--- src/rtl/page_align2msg_pass_if.sv ---
// page_align2msg_pass_if: reads extrinsic-message pages, undoes the level-2 circular shift, streams words via a 2-entry buffer.
// Define PA2MP_4BIT_EN to add a fourth bit-plane (memSrcIn_bit3_i / msgPassOut_bit3_o).
module page_align2msg_pass_if #(
  parameter int SHIFT_LENGTH = 17,
  parameter int ADDR_WIDTH = 8
) (
  input  logic                            sys_clk,
  input  logic                            rstn,
  input  logic                            start_i,
  input  logic [ADDR_WIDTH-1:0]           base_addr_i,
  input  logic [ADDR_WIDTH-1:0]           page_num_i,
  input  logic [$clog2(SHIFT_LENGTH)-1:0] shift_factor_i,
  output logic                            mem_rd_en_o,
  output logic [ADDR_WIDTH-1:0]           mem_rd_addr_o,
  input  logic [SHIFT_LENGTH-1:0]         memSrcIn_bit0_i,
  input  logic [SHIFT_LENGTH-1:0]         memSrcIn_bit1_i,
  input  logic [SHIFT_LENGTH-1:0]         memSrcIn_bit2_i,
`ifdef PA2MP_4BIT_EN
  input  logic [SHIFT_LENGTH-1:0]         memSrcIn_bit3_i,
  output logic [SHIFT_LENGTH-1:0]         msgPassOut_bit3_o,
`endif
  output logic [SHIFT_LENGTH-1:0]         msgPassOut_bit0_o,
  output logic [SHIFT_LENGTH-1:0]         msgPassOut_bit1_o,
  output logic [SHIFT_LENGTH-1:0]         msgPassOut_bit2_o,
  output logic                            msg_valid_o,
  input  logic                            msg_ready_i,
  output logic                            busy_o,
  output logic                            done_o,
  output logic                            cfg_err_o
);
`ifdef PA2MP_4BIT_EN
  localparam int NP = 4;
`else
  localparam int NP = 3;
`endif
  localparam int SW = $clog2(SHIFT_LENGTH);
  localparam int DW = NP * SHIFT_LENGTH;
  localparam logic [SW:0] SLW = SHIFT_LENGTH[SW:0];
  typedef enum logic [1:0] {IDLE, RUN, DRAIN, DONE} state_t;
  state_t r_state, w_next;
  logic [ADDR_WIDTH-1:0] r_base, r_pages, r_k;
  logic [SW-1:0] r_shift;
  logic r_err, r_inflight, r_wp, r_rp;
  logic [1:0] r_cnt;
  logic [DW-1:0] r_mem [2];
  logic [DW-1:0] w_raw, w_rot, w_head;
  logic w_start, w_issue, w_pop, w_push, w_last, w_sf_ge;
  logic [SW:0] w_sf_ext;
`ifdef PA2MP_4BIT_EN
  assign w_raw = {memSrcIn_bit3_i, memSrcIn_bit2_i, memSrcIn_bit1_i, memSrcIn_bit0_i};
  assign msgPassOut_bit3_o = w_head[3*SHIFT_LENGTH +: SHIFT_LENGTH];
`else
  assign w_raw = {memSrcIn_bit2_i, memSrcIn_bit1_i, memSrcIn_bit0_i};
`endif
  assign msgPassOut_bit0_o = w_head[0 +: SHIFT_LENGTH];
  assign msgPassOut_bit1_o = w_head[SHIFT_LENGTH +: SHIFT_LENGTH];
  assign msgPassOut_bit2_o = w_head[2*SHIFT_LENGTH +: SHIFT_LENGTH];
  // out[i] = in[(i+s) mod L]: right-rotate via a doubled word
  for (genvar p = 0; p < NP; p++) begin : g_rot
    logic [2*SHIFT_LENGTH-1:0] w_dbl;
    assign w_dbl = {2{w_raw[p*SHIFT_LENGTH +: SHIFT_LENGTH]}} >> r_shift;
    assign w_rot[p*SHIFT_LENGTH +: SHIFT_LENGTH] = w_dbl[SHIFT_LENGTH-1:0];
  end
  assign w_sf_ext = {1'b0, shift_factor_i};
  assign w_sf_ge  = w_sf_ext >= SLW;
  assign w_start  = (r_state == IDLE) && start_i;
  assign w_pop    = (r_cnt != 2'd0) && msg_ready_i;
  assign w_push   = r_inflight;
  assign w_last   = r_k == r_pages - ADDR_WIDTH'(1);
  assign w_issue  = (r_state == RUN) && ({1'b0, r_cnt} + {2'b0, r_inflight} <= 3'd1 + {2'b0, w_pop});
  assign w_head   = msg_valid_o ? r_mem[r_rp] : '0;
  always_ff @(posedge sys_clk) begin
    if (!rstn) r_state <= IDLE;
    else r_state <= w_next;
  end
  always_comb begin
    w_next = r_state;
    case (r_state)
      IDLE:    if (start_i) w_next = (page_num_i == '0) ? DONE : RUN;
      RUN:     if (w_issue && w_last) w_next = DRAIN;
      DRAIN:   if (!r_inflight && r_cnt == {1'b0, w_pop}) w_next = DONE;
      default: w_next = IDLE;
    endcase
  end
  always_comb begin
    busy_o        = r_state != IDLE;
    done_o        = r_state == DONE;
    mem_rd_en_o   = w_issue;
    mem_rd_addr_o = w_issue ? r_base + r_k : '0;
    msg_valid_o   = r_cnt != 2'd0;
    cfg_err_o     = r_err;
  end
  always_ff @(posedge sys_clk) begin
    if (!rstn) begin
      r_base     <= '0;
      r_pages    <= '0;
      r_k        <= '0;
      r_shift    <= '0;
      r_err      <= 1'b0;
      r_inflight <= 1'b0;
      r_cnt      <= '0;
      r_wp       <= 1'b0;
      r_rp       <= 1'b0;
    end else begin
      if (w_start) begin
        r_base  <= base_addr_i;
        r_pages <= page_num_i;
        r_k     <= '0;
        r_shift <= w_sf_ge ? SW'(w_sf_ext - SLW) : shift_factor_i;
        r_err   <= w_sf_ge;
      end else if (w_issue) begin
        r_k <= r_k + ADDR_WIDTH'(1);
      end
      r_inflight <= w_issue;
      if (w_push) r_wp <= ~r_wp;
      if (w_pop) r_rp <= ~r_rp;
      r_cnt <= r_cnt + {1'b0, w_push} - {1'b0, w_pop};
    end
  end
  always_ff @(posedge sys_clk) begin
    if (w_push) r_mem[r_wp] <= w_rot;
  end
endmodule
--- config.mk ---
export PLATFORM = sky130hd
export DESIGN_NAME = page_align2msg_pass_if
export DESIGN_NICKNAME = d
export VERILOG_FILES = /design/src/rtl/page_align2msg_pass_if.sv
export SDC_FILE = /design/constraint.sdc
export NUM_CORES = 1
export LEC_CHECK = 0
export ABC_AREA = 1
export CORE_ASPECT_RATIO = 1.25
export CORE_UTILIZATION = 50
export CTS_CLUSTER_DIAMETER = 50
export DETAILED_ROUTE_END_ITERATION = 8
export PLACE_DENSITY = 0.75
export SLEW_MARGIN = 5
export SYNTH_ARGS = -nofsm -noshare
export SYNTH_HDL_FRONTEND = slang
export SYNTH_SLANG_ARGS = --single-unit
--- constraint.sdc ---
create_clock -name sys_clk -period 3.77 [get_ports sys_clk]
set_clock_uncertainty 0.15 [all_clocks]
set_input_delay 0.9425 -clock sys_clk [delete_from_list [all_inputs] [get_ports sys_clk]]
set_output_delay 0.9425 -clock sys_clk [all_outputs]
set_load 0.02 [all_outputs]
# Word-level counts from Yosys, hierarchy flattened
# Memory sizes are Yosys's and may differ from the RTL's. A register that Yosys moved wholly into a read port is not among the register bits.
# Index checks and enable logic that the tools add are counted.
# totals
mem_bits_rw,102
input_bits,76
output_inout_bits,64
n_memories,1
register_bits,37
wordCells,59
# mem_list
memory,depth,word_bits,rd,rd_ports_with_merged_regs,wr,line,rtl
r_mem,2,51,1,1,1,45,logic [DW-1:0] r_mem [2];
# classes
reduce_logical,12
n_shift,3
eq_ne,8
n_lt_le_gt_ge,2
addsub,8
mux,12
bitwise,3
# ops
operator,n
34-bit by 5-bit >> shifter with 17-bit output,3
51-bit two-way mux,1
"8-bit by 1-bit adder with 8-bit output, second input constant",1
8-bit adder,1
8-bit == test,1
8-bit logical NOT,1
2-bit two-way mux,4
8-bit two-way mux,1
"8-bit by 1-bit subtractor with 8-bit output, second input constant",1
2-bit case mux with 3 select lines,1
"5-bit greater-or-equal comparator, second input constant",1
1-bit logical AND,5
5-bit two-way mux,1
"5-bit subtractor, second input constant",1
"2-bit == test, second input constant",2
1-bit two-way mux,4
"2-bit inequality test, second input constant",2
2-bit nonzero test,2
2-bit by 1-bit adder with 3-bit output,1
3-bit by 2-bit less-or-equal comparator with 1-bit output,1
1-bit NOT,3
3-bit AND reduction,1
"1-bit by 1-bit adder with 2-bit output, first input constant",1
2-bit by 1-bit adder with 2-bit output,1
other kinds (7),7

# Logic depth before layout (Yosys ltp)
# depth
word_depth,8
ltp_mapped,16
depth_no_buf,16

# Worst setup path before layout
# OpenSTA, ideal clock, no wires.
# synth_timing
path_kind,input to output
from,input msg_ready_i
to,output mem_rd_addr_o[3]
arrival_time_ns,2.699
required_ns,2.678
setup_slack_ns,-0.021
path_stages,12
path_buffers,1
path_cell_list,nand2_1 > inv_1 > fa_1 > inv_1 > nand2_1 > o21ai_0 > nand2_1 > nand2_1 > inv_1 > buf_2 > o21ai_0 > a21oi_1
# synth_between
elab_chain_len,5
# synth_rtl
element,line,rtl
start: declaration,26,"input logic msg_ready_i,"
1-bit logical AND,67,assign w_pop = (r_cnt != 2'd0) && msg_ready_i;
net w_pop,47,"logic w_start, w_issue, w_pop, w_push, w_last, w_sf_ge;"
1-bit by 1-bit adder with 2-bit output,70,"assign w_issue = (r_state == RUN) && ({1'b0, r_cnt} + {2'b0, r_inflight} <= 3'd1 + {2'b0, w_pop});"
3-bit by 2-bit less-or-equal comparator with 1-bit output,70,
1-bit logical AND,70,
net mem_rd_en_o,13,"output logic mem_rd_en_o,"
8-bit two-way mux,89,mem_rd_addr_o = w_issue ? r_base + r_k : '0;
end: declaration,14,"output logic [ADDR_WIDTH-1:0] mem_rd_addr_o,"
# The timed path passes the listed nets, and every way through them passes these cells.

# Worst setup path in the final report
# layout_timing
from,input msg_ready_i
to,output mem_rd_addr_o[2]
# layout_between
elab_chain_len,5
# layout_rtl
element,line
1-bit logical AND,67
net w_pop,47
1-bit by 1-bit adder with 2-bit output,70
3-bit by 2-bit less-or-equal comparator with 1-bit output,70
1-bit logical AND,70
8-bit two-way mux,89
# The timed path passes the listed nets, and every way through them passes these cells.

==> impl_metrics.toml <==
[timing]
finalSetupViolCount = 0
max_freq_ghz = 0.2715
tightestPinTransition_ns = 0.7658
fin_ws_ns = 0.08640
hold_viol = 0
post-route-min-period_ns = 3.684
maxSlewViolCount = 0
holdWs_ns = 0.3043
setup_tns_ns = 0
min_period_over_period = 0.9771
rsz0062_at_grt = "false"
slew_headroom = 0.4863

[min_path]
hp-start = "r_rp$_SDFFE_PN0P_"
min_delay_path_depth = 1
hp-class = "reg2reg"

[synth]
ys.warnings.count = 0
synth.area.top_cells = "edfxtp_1 33%, nand2_1 18%, dfxtp_1 8.3%"
synth-edff-count = 102
synth_seq_cells = 140
syn_nets = 1347
synth_ff_type = "edfxtp_1"
ys_types = 48
syn-instance-count = 1249
ys_seq_area_frac = 0.4158
syn_area_per_cell_um2 = 7.362
synthArstFlopShare = 0
synth_area_um2 = 9195
synth_top_cell_by_area = "edfxtp_1"
synth_top_area_frac = 0.3331

[cts]
clock-root-buffer = "clkbuf_16"
cts_tree = "yes"
clk_latency_ns = 0.41
cts_made_buffers = 17
clkTransAtPathRegs_ns = 0.06
clkSinkCount = 140
holdBufCountCts = 0
cts_max_level = 4
clk_path_buf_depth = 2

[floorplan]
coreArea_um2 = 18030
fp.dieW_um = 123.3
ios = 140
initial_core_util = 0.5100
num_rows = 55
dieArea_um2 = 18940
die_h_um = 153.6

[global_routing]
antenna_found_initial = 0
grt_max_degree = 59
overflow = 0
grt_use_total = 0.2594
grt_pass1_vias = 7714
grt_first_pass_wirelength_um = 38710

[critical_path]
slowest_delay_ns = 0.50
endpoint_kind = "primary output"
critPathMaxFanout = 7
crit_buf_inv = 5
cp.depth = 12
critPathKind = "in2out"
cp.required_ns = 2.68
r2r_start = "r_shift[0]$_SDFFE_PN0P_"
startpoint_type = "input port"
crit_family = "buffers and inverters"
cp_slowest_cell = "fa_1"
crit_arrival_ns = 2.59
regToRegEndpoint = "r_mem[0][41]$_DFFE_PP_"
r2r_slack_ns = 1.03
r2r.worst_path.cells = 10
cp_cell_sequence = "dlygate4sd2_1 -> nand2_2 -> inv_2 -> fa_1 -> inv_2 -> nand2_1 -> o21ai_2 -> nand2_2 -> nand2_4 -> buf_6 -> nor3_2 -> buf_2"

[cells_and_area]
regArea_um2 = 3826
fill_cells = 1644
multi_input_area_um2 = 4691
final_cell_count_no_fill = 1598
nets = 1455
final_cell_mix = "431 x nand2_1, 129 x clkdlybuf4s50_1, 102 x edfxtp_1"
antenna_cells = 0
syn2layout_area_growth_pct = 23.26
drive_above_1_share = 0.08905
final_common_cell = "nand2_1"

[pwr]
power.density_nw_per_um2 = 742.9
p_int_uw = 4747
p_seq_frac = 0.273
comb_power_share = 0.523
clkPwrFrac = 0.205
sw_frac_of_total = 0.4361
max-vdd-ir-drop_mv = 0.3222
switchingPower_uw = 3672
leakage_uw = 0.004727

[placement]
gp_congestion = 0.9023
place_ws_ns = -0.7182
dp_cells = 1564
dp_hpwl_um = 17000
port_buffers = 139

[routing]
drt-total-wl_um = 23660
viasPerCell = 5.467
routedLengthMet1_um = 11150
ant_nets = 0
drc = 0
met2_wirelength_um = 10620
drt_iter0_markers = 827
dr.pass1.iters = 5
wl_met3_um = 1484
wl_per_cell_um = 14.81
top_layer = "met4"
vias = 8736

[outcome]
status = "completed"

[flow_run]
maxCapViolCount = 0
## layout make-up
class | instances | share of cell area
well taps | 228 | 0.02517
clock inverters | 12 | 0.01192
flip-flops and latches | 140 | 0.3376
inverters | 89 | 0.03080
multi-input cells | 943 | 0.4139
clock buffers | 20 | 0.04228
repair buffers | 166 | 0.1383
## flip-flops by register name (all words and copies together), names as in the netlist, named ones only
signal and cells:
r_wp 1, r_base 8, r_state 2, cfg_err_o 1
r_rp 1, r_mem 102, r_k 8, r_pages 8
r_inflight 1, r_shift 5, r_cnt 2
## how the worst max path moves through the flow
| stage | startpoint | end | slack [ns] |
|---|---|---|---|
| after floorplan | msg_ready_i | mem_rd_addr_o[3] | 0.07 |
| after global placement | msg_ready_i | mem_rd_addr_o[3] | -0.71 |
| after detailed placement | msg_ready_i | mem_rd_addr_o[6] | -0.72 |
| after CTS | msg_ready_i | mem_rd_addr_o[5] | 0.08 |
| after global routing | r_k[0]$_SDFFE_PP0P_ | mem_rd_addr_o[6] | 0.003 |
| final | msg_ready_i | mem_rd_addr_o[2] | 0.09 |
## cells in the mapped netlist (2+ instances only)
cell type and n:
nor2_1 55, clkinv_1 2, ha_1 20, nor3_1 7
xnor2_1 3, nand2_1 434, buf_1 6, buf_2 23
o211ai_1 12, mux2i_1 14, o32ai_1 2, a21oi_2 2
dfxtp_1 38, inv_1 82, buf_4 4, o21ai_2 22
nor4_1 2, o21a_1 6, xor2_1 3, a21oi_1 99
or2_2 3, a31oi_1 3, o21ai_0 96, inv_2 4
clkbuf_1 36, nand3_1 56, and2_1 3, o21ai_1 67
o22ai_1 6, a22o_1 10, edfxtp_1 102, buf_6 6
or2_1 5, fa_1 2
## stage by stage
stage	util	instance area (µm²)	power (µW)
2_1_floorplan	-	9210	5196
3_3_place_gp	0.5927	10690	6498
3_5_place_dp	0.5927	10690	6577
4_1_cts	0.6276	11310	8355
5_1_grt	0.6286	11330	9021
6_report	0.6286	11330	8419
## what timing repair did
action	4_1_cts	5_1_grt
resized for setup	56	7
pin swaps	5	3
setup endpoints to repair	9	9
setup buffers	2	0
## logic make-up (layout without fill, tap and decap cells)
logic type	Yosys count	count (layout)	synth area share
AOI/OAI and AO/OA	334	334	0.2060
xor gates and xnor gates	6	6	0.005716
adders and majority gates	22	22	0.03157
buffers and inverters	166	287	0.08123
DFF	140	140	0.4158
muxes	14	14	0.01524
and+or+nand+nor	567	567	0.2444
## power groups by stage
stage / registers [µW] / clock network, µW / logic (µW)
CTS: 2290 / 1740 / 4320
global route: 2320 / 1810 / 4890
finish: 2300 / 1720 / 4400
floorplan: 2260 / 0 / 2940
global placement: 2310 / 0 / 4180
detailed placement: 2320 / 0 / 4260
## metal layers
| layer | GRT usage | up-vias |
|---|---|---|
| met1 | 0.3900 | 3939 |
| met2 | 0.3892 | 336 |
| met3 | 0.03375 | 30 |
| met4 | 0.07057 | 0 |
| li1 | - | 4431 |
| met5 | 0 | - |
Power figures use the tool's default switching activity.
